$ cat src/rtl/tile_sched_pkg.sv
// Shared types and helpers for the GEMM tile scheduler.
// Optional feature macro: TILE_SCHED_PERF_EN (used by tile_scheduler).
package tile_sched_pkg;

  localparam int DIM_W_DEF = 32;
  // Arithmetic width for index/extent math; wide enough that idx+T never overflows.
  localparam int CALC_W    = 64;

  typedef enum logic [2:0] {
    S_IDLE,
    S_LOAD,
    S_COMP_GO,
    S_COMP_WAIT,
    S_ADVANCE,
    S_DONE
  } state_t;

  // Candidate next tile origin along one dimension.
  function automatic logic [CALC_W-1:0] next_idx(input logic [CALC_W-1:0] idx,
                                                 input logic [CALC_W-1:0] t);
    return idx + t;
  endfunction

  // Extent of a tile starting at idx: min(t, d - idx). Caller guarantees idx <= d.
  function automatic logic [CALC_W-1:0] tile_len(input logic [CALC_W-1:0] d,
                                                 input logic [CALC_W-1:0] t,
                                                 input logic [CALC_W-1:0] idx);
    logic [CALC_W-1:0] rem;
    rem = d - idx;
    return (t < rem) ? t : rem;
  endfunction

endpackage

$ cat src/rtl/tile_dim_iter.sv
// One dimension of the tile loop nest: holds the tile origin and extent,
// and flags when the next step would leave the dimension.
module tile_dim_iter
  import tile_sched_pkg::*;
#(
  parameter int DIM_W = DIM_W_DEF
) (
  input  logic             clk,
  input  logic             rst_n,
  input  logic             i_clear,
  input  logic             i_step,
  input  logic [DIM_W-1:0] i_cfg_d,
  input  logic [DIM_W-1:0] i_cfg_t,
  output logic [DIM_W-1:0] o_idx,
  output logic [DIM_W-1:0] o_len,
  output logic             o_wrap
);

  logic [DIM_W-1:0]  r_idx;
  logic [DIM_W-1:0]  r_len;
  logic [CALC_W-1:0] w_next;
  logic [DIM_W-1:0]  w_len_first;
  logic [DIM_W-1:0]  w_len_next;

  // Wrap is judged on the widened sum so idx+T overflowing DIM_W still wraps.
  assign w_next      = next_idx(CALC_W'(r_idx), CALC_W'(i_cfg_t));
  assign o_wrap      = (w_next >= CALC_W'(i_cfg_d));
  assign w_len_first = DIM_W'(tile_len(CALC_W'(i_cfg_d), CALC_W'(i_cfg_t), '0));
  assign w_len_next  = DIM_W'(tile_len(CALC_W'(i_cfg_d), CALC_W'(i_cfg_t), w_next));

  // Origin/extent register: clear to the first tile, step or wrap on advance.
  always_ff @(posedge clk or negedge rst_n) begin
    if (!rst_n) begin
      r_idx <= '0;
      r_len <= '0;
    end else if (i_clear) begin
      r_idx <= '0;
      r_len <= w_len_first;
    end else if (i_step) begin
      if (o_wrap) begin
        r_idx <= '0;
        r_len <= w_len_first;
      end else begin
        r_idx <= DIM_W'(w_next);
        r_len <= w_len_next;
      end
    end
  end

  assign o_idx = r_idx;
  assign o_len = r_len;

endmodule

$ cat src/rtl/tile_scheduler.sv
// GEMM tile scheduler: walks tile origins m->n->k (k innermost), issuing a
// load handshake then a compute handshake per tile, ping-ponging A/B banks.
// Optional feature macro: TILE_SCHED_PERF_EN adds perf_tiles/perf_stall counters.
module tile_scheduler
  import tile_sched_pkg::*;
#(
  parameter int DIM_W = DIM_W_DEF
) (
  input  logic             clk,
  input  logic             rst_n,
  input  logic             start_pulse,
  input  logic             abort_pulse,
  input  logic             irq_en,
  input  logic [DIM_W-1:0] cfg_M,
  input  logic [DIM_W-1:0] cfg_N,
  input  logic [DIM_W-1:0] cfg_K,
  input  logic [DIM_W-1:0] cfg_Tm,
  input  logic [DIM_W-1:0] cfg_Tn,
  input  logic [DIM_W-1:0] cfg_Tk,
  output logic             load_req,
  input  logic             load_ack,
  output logic             comp_start,
  input  logic             comp_done,
  output logic [DIM_W-1:0] m_idx,
  output logic [DIM_W-1:0] n_idx,
  output logic [DIM_W-1:0] k_idx,
  output logic [DIM_W-1:0] m_len,
  output logic [DIM_W-1:0] n_len,
  output logic [DIM_W-1:0] k_len,
  output logic             bank_sel_wr,
  output logic             bank_sel_rd,
  output logic             busy,
  output logic             done_tile_pulse,
  output logic             job_done_pulse,
  output logic             irq
`ifdef TILE_SCHED_PERF_EN
  ,
  output logic [DIM_W-1:0] perf_tiles,
  output logic [DIM_W-1:0] perf_stall
`endif
);

  state_t           r_state;
  state_t           w_next;
  logic [DIM_W-1:0] r_M, r_N, r_K, r_Tm, r_Tn, r_Tk;
  logic [DIM_W-1:0] w_d_m, w_d_n, w_d_k, w_t_m, w_t_n, w_t_k;
  logic             w_accept, w_abort, w_adv, w_zero_dim;
  logic             w_wrap_m, w_wrap_n, w_wrap_k;
  logic             r_bank_wr, r_bank_rd, r_job_done, r_irq;

  assign w_accept   = (r_state == S_IDLE) && start_pulse;
  assign w_abort    = (r_state != S_IDLE) && abort_pulse;
  assign w_adv      = (r_state == S_ADVANCE) && !w_abort;
  assign w_zero_dim = (cfg_M == '0) || (cfg_N == '0) || (cfg_K == '0);

  // Iterators see live config in the accept cycle, latched config afterwards.
  assign w_d_m = w_accept ? cfg_M  : r_M;
  assign w_d_n = w_accept ? cfg_N  : r_N;
  assign w_d_k = w_accept ? cfg_K  : r_K;
  assign w_t_m = w_accept ? cfg_Tm : r_Tm;
  assign w_t_n = w_accept ? cfg_Tn : r_Tn;
  assign w_t_k = w_accept ? cfg_Tk : r_Tk;

  tile_dim_iter #(.DIM_W(DIM_W)) u_iter_m (
    .clk(clk), .rst_n(rst_n), .i_clear(w_accept),
    .i_step(w_adv && w_wrap_k && w_wrap_n),
    .i_cfg_d(w_d_m), .i_cfg_t(w_t_m),
    .o_idx(m_idx), .o_len(m_len), .o_wrap(w_wrap_m)
  );

  tile_dim_iter #(.DIM_W(DIM_W)) u_iter_n (
    .clk(clk), .rst_n(rst_n), .i_clear(w_accept),
    .i_step(w_adv && w_wrap_k),
    .i_cfg_d(w_d_n), .i_cfg_t(w_t_n),
    .o_idx(n_idx), .o_len(n_len), .o_wrap(w_wrap_n)
  );

  tile_dim_iter #(.DIM_W(DIM_W)) u_iter_k (
    .clk(clk), .rst_n(rst_n), .i_clear(w_accept),
    .i_step(w_adv),
    .i_cfg_d(w_d_k), .i_cfg_t(w_t_k),
    .o_idx(k_idx), .o_len(k_len), .o_wrap(w_wrap_k)
  );

  // State register.
  always_ff @(posedge clk or negedge rst_n) begin
    if (!rst_n) r_state <= S_IDLE;
    else        r_state <= w_next;
  end

  // Next-state and state-decoded handshake/status outputs; abort overrides all.
  always_comb begin
    w_next          = r_state;
    load_req        = 1'b0;
    comp_start      = 1'b0;
    done_tile_pulse = 1'b0;
    busy            = (r_state != S_IDLE);
    case (r_state)
      S_IDLE:      if (start_pulse) w_next = w_zero_dim ? S_DONE : S_LOAD;
      S_LOAD: begin
        load_req = 1'b1;
        if (load_ack) w_next = S_COMP_GO;
      end
      S_COMP_GO: begin
        comp_start = 1'b1;
        w_next     = S_COMP_WAIT;
      end
      S_COMP_WAIT: if (comp_done) w_next = S_ADVANCE;
      S_ADVANCE: begin
        done_tile_pulse = w_wrap_k && !abort_pulse;
        w_next = (w_wrap_k && w_wrap_n && w_wrap_m) ? S_DONE : S_LOAD;
      end
      S_DONE:      w_next = S_IDLE;
      default:     w_next = S_IDLE;
    endcase
    if (w_abort) w_next = S_IDLE;
  end

  // Job configuration captured when a start is accepted.
  always_ff @(posedge clk) begin
    if (w_accept) begin
      r_M  <= cfg_M;
      r_N  <= cfg_N;
      r_K  <= cfg_K;
      r_Tm <= cfg_Tm;
      r_Tn <= cfg_Tn;
      r_Tk <= cfg_Tk;
    end
  end

  // Bank ping-pong: the bank just filled becomes the read bank on each load ack.
  always_ff @(posedge clk or negedge rst_n) begin
    if (!rst_n) begin
      r_bank_wr <= 1'b0;
      r_bank_rd <= 1'b0;
    end else if ((r_state == S_LOAD) && load_ack && !w_abort) begin
      r_bank_rd <= r_bank_wr;
      r_bank_wr <= ~r_bank_wr;
    end
  end

  // Job completion pulse follows DONE by one cycle; irq follows the pulse.
  always_ff @(posedge clk or negedge rst_n) begin
    if (!rst_n) begin
      r_job_done <= 1'b0;
      r_irq      <= 1'b0;
    end else begin
      r_job_done <= (r_state == S_DONE) && !abort_pulse;
      r_irq      <= r_job_done && irq_en;
    end
  end

  assign bank_sel_wr    = r_bank_wr;
  assign bank_sel_rd    = r_bank_rd;
  assign job_done_pulse = r_job_done;
  assign irq            = r_irq;

`ifdef TILE_SCHED_PERF_EN
  logic [DIM_W-1:0] r_perf_tiles;
  logic [DIM_W-1:0] r_perf_stall;

  // Saturating job counters: completed computes and cycles spent waiting.
  always_ff @(posedge clk or negedge rst_n) begin
    if (!rst_n) begin
      r_perf_tiles <= '0;
      r_perf_stall <= '0;
    end else if (w_accept) begin
      r_perf_tiles <= '0;
      r_perf_stall <= '0;
    end else begin
      if ((r_state == S_COMP_WAIT) && comp_done && !w_abort && !(&r_perf_tiles))
        r_perf_tiles <= r_perf_tiles + 1'b1;
      if (((r_state == S_LOAD) || (r_state == S_COMP_WAIT)) && !(&r_perf_stall))
        r_perf_stall <= r_perf_stall + 1'b1;
    end
  end

  assign perf_tiles = r_perf_tiles;
  assign perf_stall = r_perf_stall;
`endif

endmodule

$ cat config.mk
export PLATFORM = sky130hd
export DESIGN_NAME = tile_scheduler
export DESIGN_NICKNAME = d
export VERILOG_FILES = /design/src/rtl/tile_sched_pkg.sv /design/src/rtl/tile_dim_iter.sv /design/src/rtl/tile_scheduler.sv
export SDC_FILE = /design/constraint.sdc
export NUM_CORES = 2
export LEC_CHECK = 0
export ABC_AREA = 1
export CORE_UTILIZATION = 55
export DETAILED_ROUTE_END_ITERATION = 16
export DONT_BUFFER_PORTS = 1
export GPL_TIMING_DRIVEN = 0
export PLACE_DENSITY = 0.7
export SYNTH_ARGS = -nofsm -noshare
export SYNTH_HDL_FRONTEND = slang
export SYNTH_SLANG_ARGS = --single-unit
$ cat constraint.sdc
create_clock -name clk -period 9.9 [get_ports clk]
set_input_delay 2.475 -clock clk [delete_from_list [all_inputs] [get_ports clk]]
set_output_delay 2.475 -clock clk [all_outputs]
set_load 0.1 [all_outputs]
# Word level (Yosys, flattened, before mapping)
# Cells that the tools add are included.
# totals
latchBits,0
ramBits,0
wordCells,106
register_bits,391
out_inout_bits,200
memories,0
romBits,0
# classes
n_addsub,6
n_bitwise,1
magnitude_cmp,9
n_mux,40
shift,0
n_eq_ne,8
mul,0
n_reduce_logical,25
n_div,0
# ops
operator,n
32-bit 2-to-1 mux,30
64-bit by 32-bit >= comparator with 1-bit output,3
32-bit by 64-bit < comparator with 1-bit output,3
32-bit by 33-bit subtractor with 34-bit output,3
32-bit by 32-bit adder with 33-bit output,3
32-bit logical NOT,3
32-bit < comparator,3
3-bit 2-to-1 mux,6
3-bit one-hot mux with 5 select lines,1
1-bit logical AND,12
3-bit != test (second input constant),3
3-bit by 2-bit equality test with 1-bit output (second input constant),2
3-bit equality test (second input constant),2
2-bit nonzero test,3
3-bit by 1-bit equality test with 1-bit output (second input constant),1
3-bit logical NOT,1
1-bit 2-to-1 mux,3
3-bit AND reduction,1
3-bit nonzero test,1
1-bit logical NOT,2
1-bit logical OR,2
1-bit NOT,1

# Depth between registers and ports, before layout
# logic_depth
depth_word,10
mapped_depth,48
ltp_nobuf,44

# Hierarchy
# From an unflattened synthesis, not the netlist that was laid out.
# unflattened
cells_unflattened,5110
hier_area_um2,35465.3
# by_module_without_submodules
mod,n_inst,cells_per_inst,area_per_inst_um2,seq_area_each_um2
tile_dim_iter (u_iter_m),1,1531,9316.4,1601.5
tile_dim_iter (u_iter_n),1,1524,9272.6,1601.5
tile_dim_iter (u_iter_k),1,1459,9180.1,1601.5
tile_scheduler,1,596,7696.1,4018.9

# Least setup slack after synthesis
# OpenSTA, ideal clock, no wires.
# synth_timing
path_type,input -> output
start,input port start_pulse
end,output port done_tile_pulse
path_buffers,4
arrival_ps,6760
stages,29
slack_ps,665
path_cell_list,nand3_2 > buf_4 > inv_2 > buf_2 > clkbuf_1 > buf_2 > nand2_1 > nand2_1 > ha_1 > a21oi_1 > nand2_1 > a21oi_1 > o21ai_1 > a21boi_1 > o21ai_1 > a21oi_1 > inv_1 > nand2_1 > and2_1 > inv_1 > ha_1 > nand2_1 > nor2_1 > inv_1 > nor3_1 > nand2_1 > nand2_1 > nand2_1 > inv_2
# synth_between
elab_chain_len,6
word_cells_on_any_way,7
cone_classes,add/sub: 1; order compare: 1; mux: 3; reduce/logical: 2
# synth_rtl
element,line,rtl
"start, declared",tile_scheduler.sv:11,"input logic start_pulse,"
1-bit logical AND,tile_scheduler.sv:51,assign w_accept = (r_state == S_IDLE) && start_pulse;
32-bit 2-to-1 mux,--,
net u_iter_k.i_cfg_t[2],tile_dim_iter.sv:13,"input logic [DIM_W-1:0] i_cfg_t,"
32-bit by 32-bit adder with 33-bit output,tile_sched_pkg.sv:21,return idx + t;
64-bit by 32-bit >= comparator with 1-bit output,tile_dim_iter.sv:27,assign o_wrap = (w_next >= CALC_W'(i_cfg_d));
1-bit logical AND,tile_scheduler.sv:110,done_tile_pulse = w_wrap_k && !abort_pulse;
1-bit 2-to-1 mux,tile_scheduler.sv:98,case (r_state)
"end, declared",tile_scheduler.sv:33,"output logic done_tile_pulse,"
# The timed path passes the listed nets, and every way through them passes these cells.

# Worst setup path in the final report
# Ends and elaborated chain as after synthesis.

==> impl_metrics.yaml <==
status:
  status: "finished, final reports clean"
clock_tree:
  cts_tree: "built"
  clock_sinks: 391
  h-tree-depth: 2
  cts_made_buffers: 47
  hold_buffers: 0
  clock_latency_ns: 0.63
  clock-root-buffer: "clkbuf_16"
  cts_buffer_depth: 3
  clkTransAtPathRegs_ns: 0.06
sta:
  period_needed_ns: 9.78
  finalHoldViolCount: 0
  worst_pin_slew_ns: 1.40
  finalCritPeriodShare_pct: 98.8
  rsz0062_at_grt: "true"
  setup_viol: 0
  skew_ns: 0.0289
  drv_slew: 0
  clock.fmax_ghz: 0.102
  slew_headroom_pct: 6.25
  layout_setup_ws_ns: 0.117
setup_path:
  rr_worst_depth: 40
  crit_path_end_kind: "output port"
  path_max_fanout: 16
  worstPathArrival_ns: 7.31
  rrSetupSlack_ns: 1.60
  criticalPathCategory: "in2out"
  timing.rr.end: "u_iter_n.o_len[10]"
  r2r_start: "r_state[1]"
  crit_start: "start_pulse"
  critPathLaunchType: "primary input"
  cp_data_required_time_ns: 7.43
die:
  die_w_um: 254
  core_um2: 63000
  pin_count: 399
  rows: 92
  initial_core_util_pct: 55.5
  die-area_um2: 64600
  fp.dieH_um: 254
route:
  wirelength_um: 139000
  top_layer: "met5"
  wl_per_cell_um: 22.7
  dr.pass1.iters: 7
  routed-wl-met3_um: 15400
  dr_wl_met2_um: 59600
  remaining_drc_errors: 0
  met1_length_um: 56700
  postRouteAntennaNets: 0
  num_vias: 36200
  drt_iter0_markers: 3886
  viasPerCell: 5.91
logic_synthesis:
  synthArstFlopShare_pct: 50.9
  syn_nets: 5850
  ys.flop_type: "dfrtp_1"
  ys_seq_area_share_pct: 25.2
  synth_seq_cells: 391
  synth_warnings: 0
  syn_avg_cell_area_um2: 6.76
  synth.top_cell.area_share_pct: 17.0
  syn_area_um2: 35000
  syn_inst: 5171
  synth.most_common_cell: "nand2_1"
  synth_edf_count: 0
  synthTopCellsByArea: "ha_1, nand2_1, dfrtp_1, dfxtp_1, nand3_1"
  synth_top_cell_by_area: "ha_1"
  synth_common_cells: "nand2_1, inv_1, nand3_1, ha_1, a21oi_1"
  synth.distinct_cells: 60
hold_path:
  holdPathStages: 2
  hold_start: "r_Tk[11]"
  hp-class: "reg2reg"
  whs_endpoint: "r_Tk[11]"
global_route:
  antenna_found_initial: 15
  grt_use_total_pct: 41.9
  grt_overflow: 0
  grt_pass1_wl_um: 204000
  grt_max_degree: 200
  grt_pass1_vias: 33700
job:
  max_cap_violations: 0
place:
  gp_congestion: 1.06
  place_hpwl_um: 112000
  io_buffer_count: 0
  dpl_cell_area_um2: 36100
  post-place-ws_ns: -1.95
final_layout:
  drive_gt1_share_pct: 8.43
  final_util_pct: 60.8
  design_area_um2: 38300
  fin_nets: 5907
  areaGrowthSynthToFinish_pct: 9.42
logic make-up after synthesis:
logic type,Yosys count,share of synthesized area [%]
AND/OR/NAND/NOR,2514,31.1
AO/OA/AOI/OAI,851,13.4
buffers and inverters,777,9.00
adder cells (fa/ha/maj),480,17.3
flip-flops,391,25.2
XOR/XNOR,157,3.93
multiplexers,1,0.0322
state kept, by name, indices dropped and copies added (netlist names), 3 cells and up:
register and flops:
r_Tn 32, u_iter_m.o_idx 32, r_N 32, r_K 32, r_Tm 32, u_iter_n.o_idx 32
r_M 32, u_iter_n.o_len 32, u_iter_k.o_len 32, r_Tk 32, u_iter_k.o_idx 32, r_state 3
u_iter_m.o_len 32
placed cells by master (no fill, tap or decap), drive strengths merged, types with 35 or more instances in the layout:
cell type  netlist  routed
nand2         1442    1442
inv            619     625
nand3          582     582
ha             474     474
o21ai          347     347
a21oi          346     346
nor2           248     248
dfrtp          199     199
dfxtp          192     192
xor2           143     143
clkbuf          60     118
or2            105     105
buf             96     104
nand4           49      49
nor4            40      40
nor3            35      35
cell type report:
class / count / area (um2)
multi-input combinational: 4003 / 23300
clock buffer: 58 / 1310
fill: 6192 / 24700
inverter: 619 / 2350
timing repair buffer: 10 / 111
antenna: 8 / 20.0
tap: 846 / 1060
buffer: 156 / 897
clock inverter: 30 / 342
sequential: 391 / 8820
layer usage:
metal | up-vias | GRT usage, %
li1 | 17200 | -
met1 | 16800 | 54.4
met2 | 1821 | 65.2
met3 | 334 | 10.8
met4 | 16 | 18.8
met5 | - | 0
stage by stage:
stage	std cells	hold slack, ns	TNS [ns]
detailed placement	6020	0.540	-107.25
global route	6115	0.575	-0.0947
finish	6121	0.551	0
floorplan	5171	0.480	0
CTS	6111	0.551	0
global placement	6017	0.525	-110.15
how the worst max path moves through the flow:
stage,end,slack (ns),cells past startpoint
2_1_floorplan,done_tile_pulse,0.66,29
3_3_place_gp,done_tile_pulse,-1.95,27
3_5_place_dp,done_tile_pulse,-1.95,27
4_1_cts,done_tile_pulse,0.004,29
5_1_grt,done_tile_pulse,-0.09,29
6_report,done_tile_pulse,0.12,28
timing repair:
action | CTS | global route
resized for setup | 56 | 59
buffers inserted | 5 | 2
pin swaps | 7 | 11
endpoints found under the setup margin | 33 | 62
critical path: stages:
cell       delay, ns
nand3_2         0.14
buf_12          0.21
inv_8           0.15
clkbuf_16       0.23
clkbuf_4        0.22
nand2_1         0.08
nand2_2         0.16
ha_2            0.35
nand2_1         0.08
inv_1           0.06
a21oi_4         0.24
o21ai_2         0.16
a21boi_4        0.23
o21ai_1         0.13
a21oi_2         0.27
xor2_2          0.26
inv_1           0.07
ha_1            0.34
nand2_1         0.15
nor2_1          0.06
o21ai_1         0.16
nand3_1         0.14
nand2_1         0.09
nand3_1         0.11
nor3_4          0.29
nand2_2         0.13
nand2_4         0.12
clkinv_8        0.13
Power is left out: the tool's default activity adds up to more than one toggle a clock period on the data nets, which glitch-free logic cannot reach.
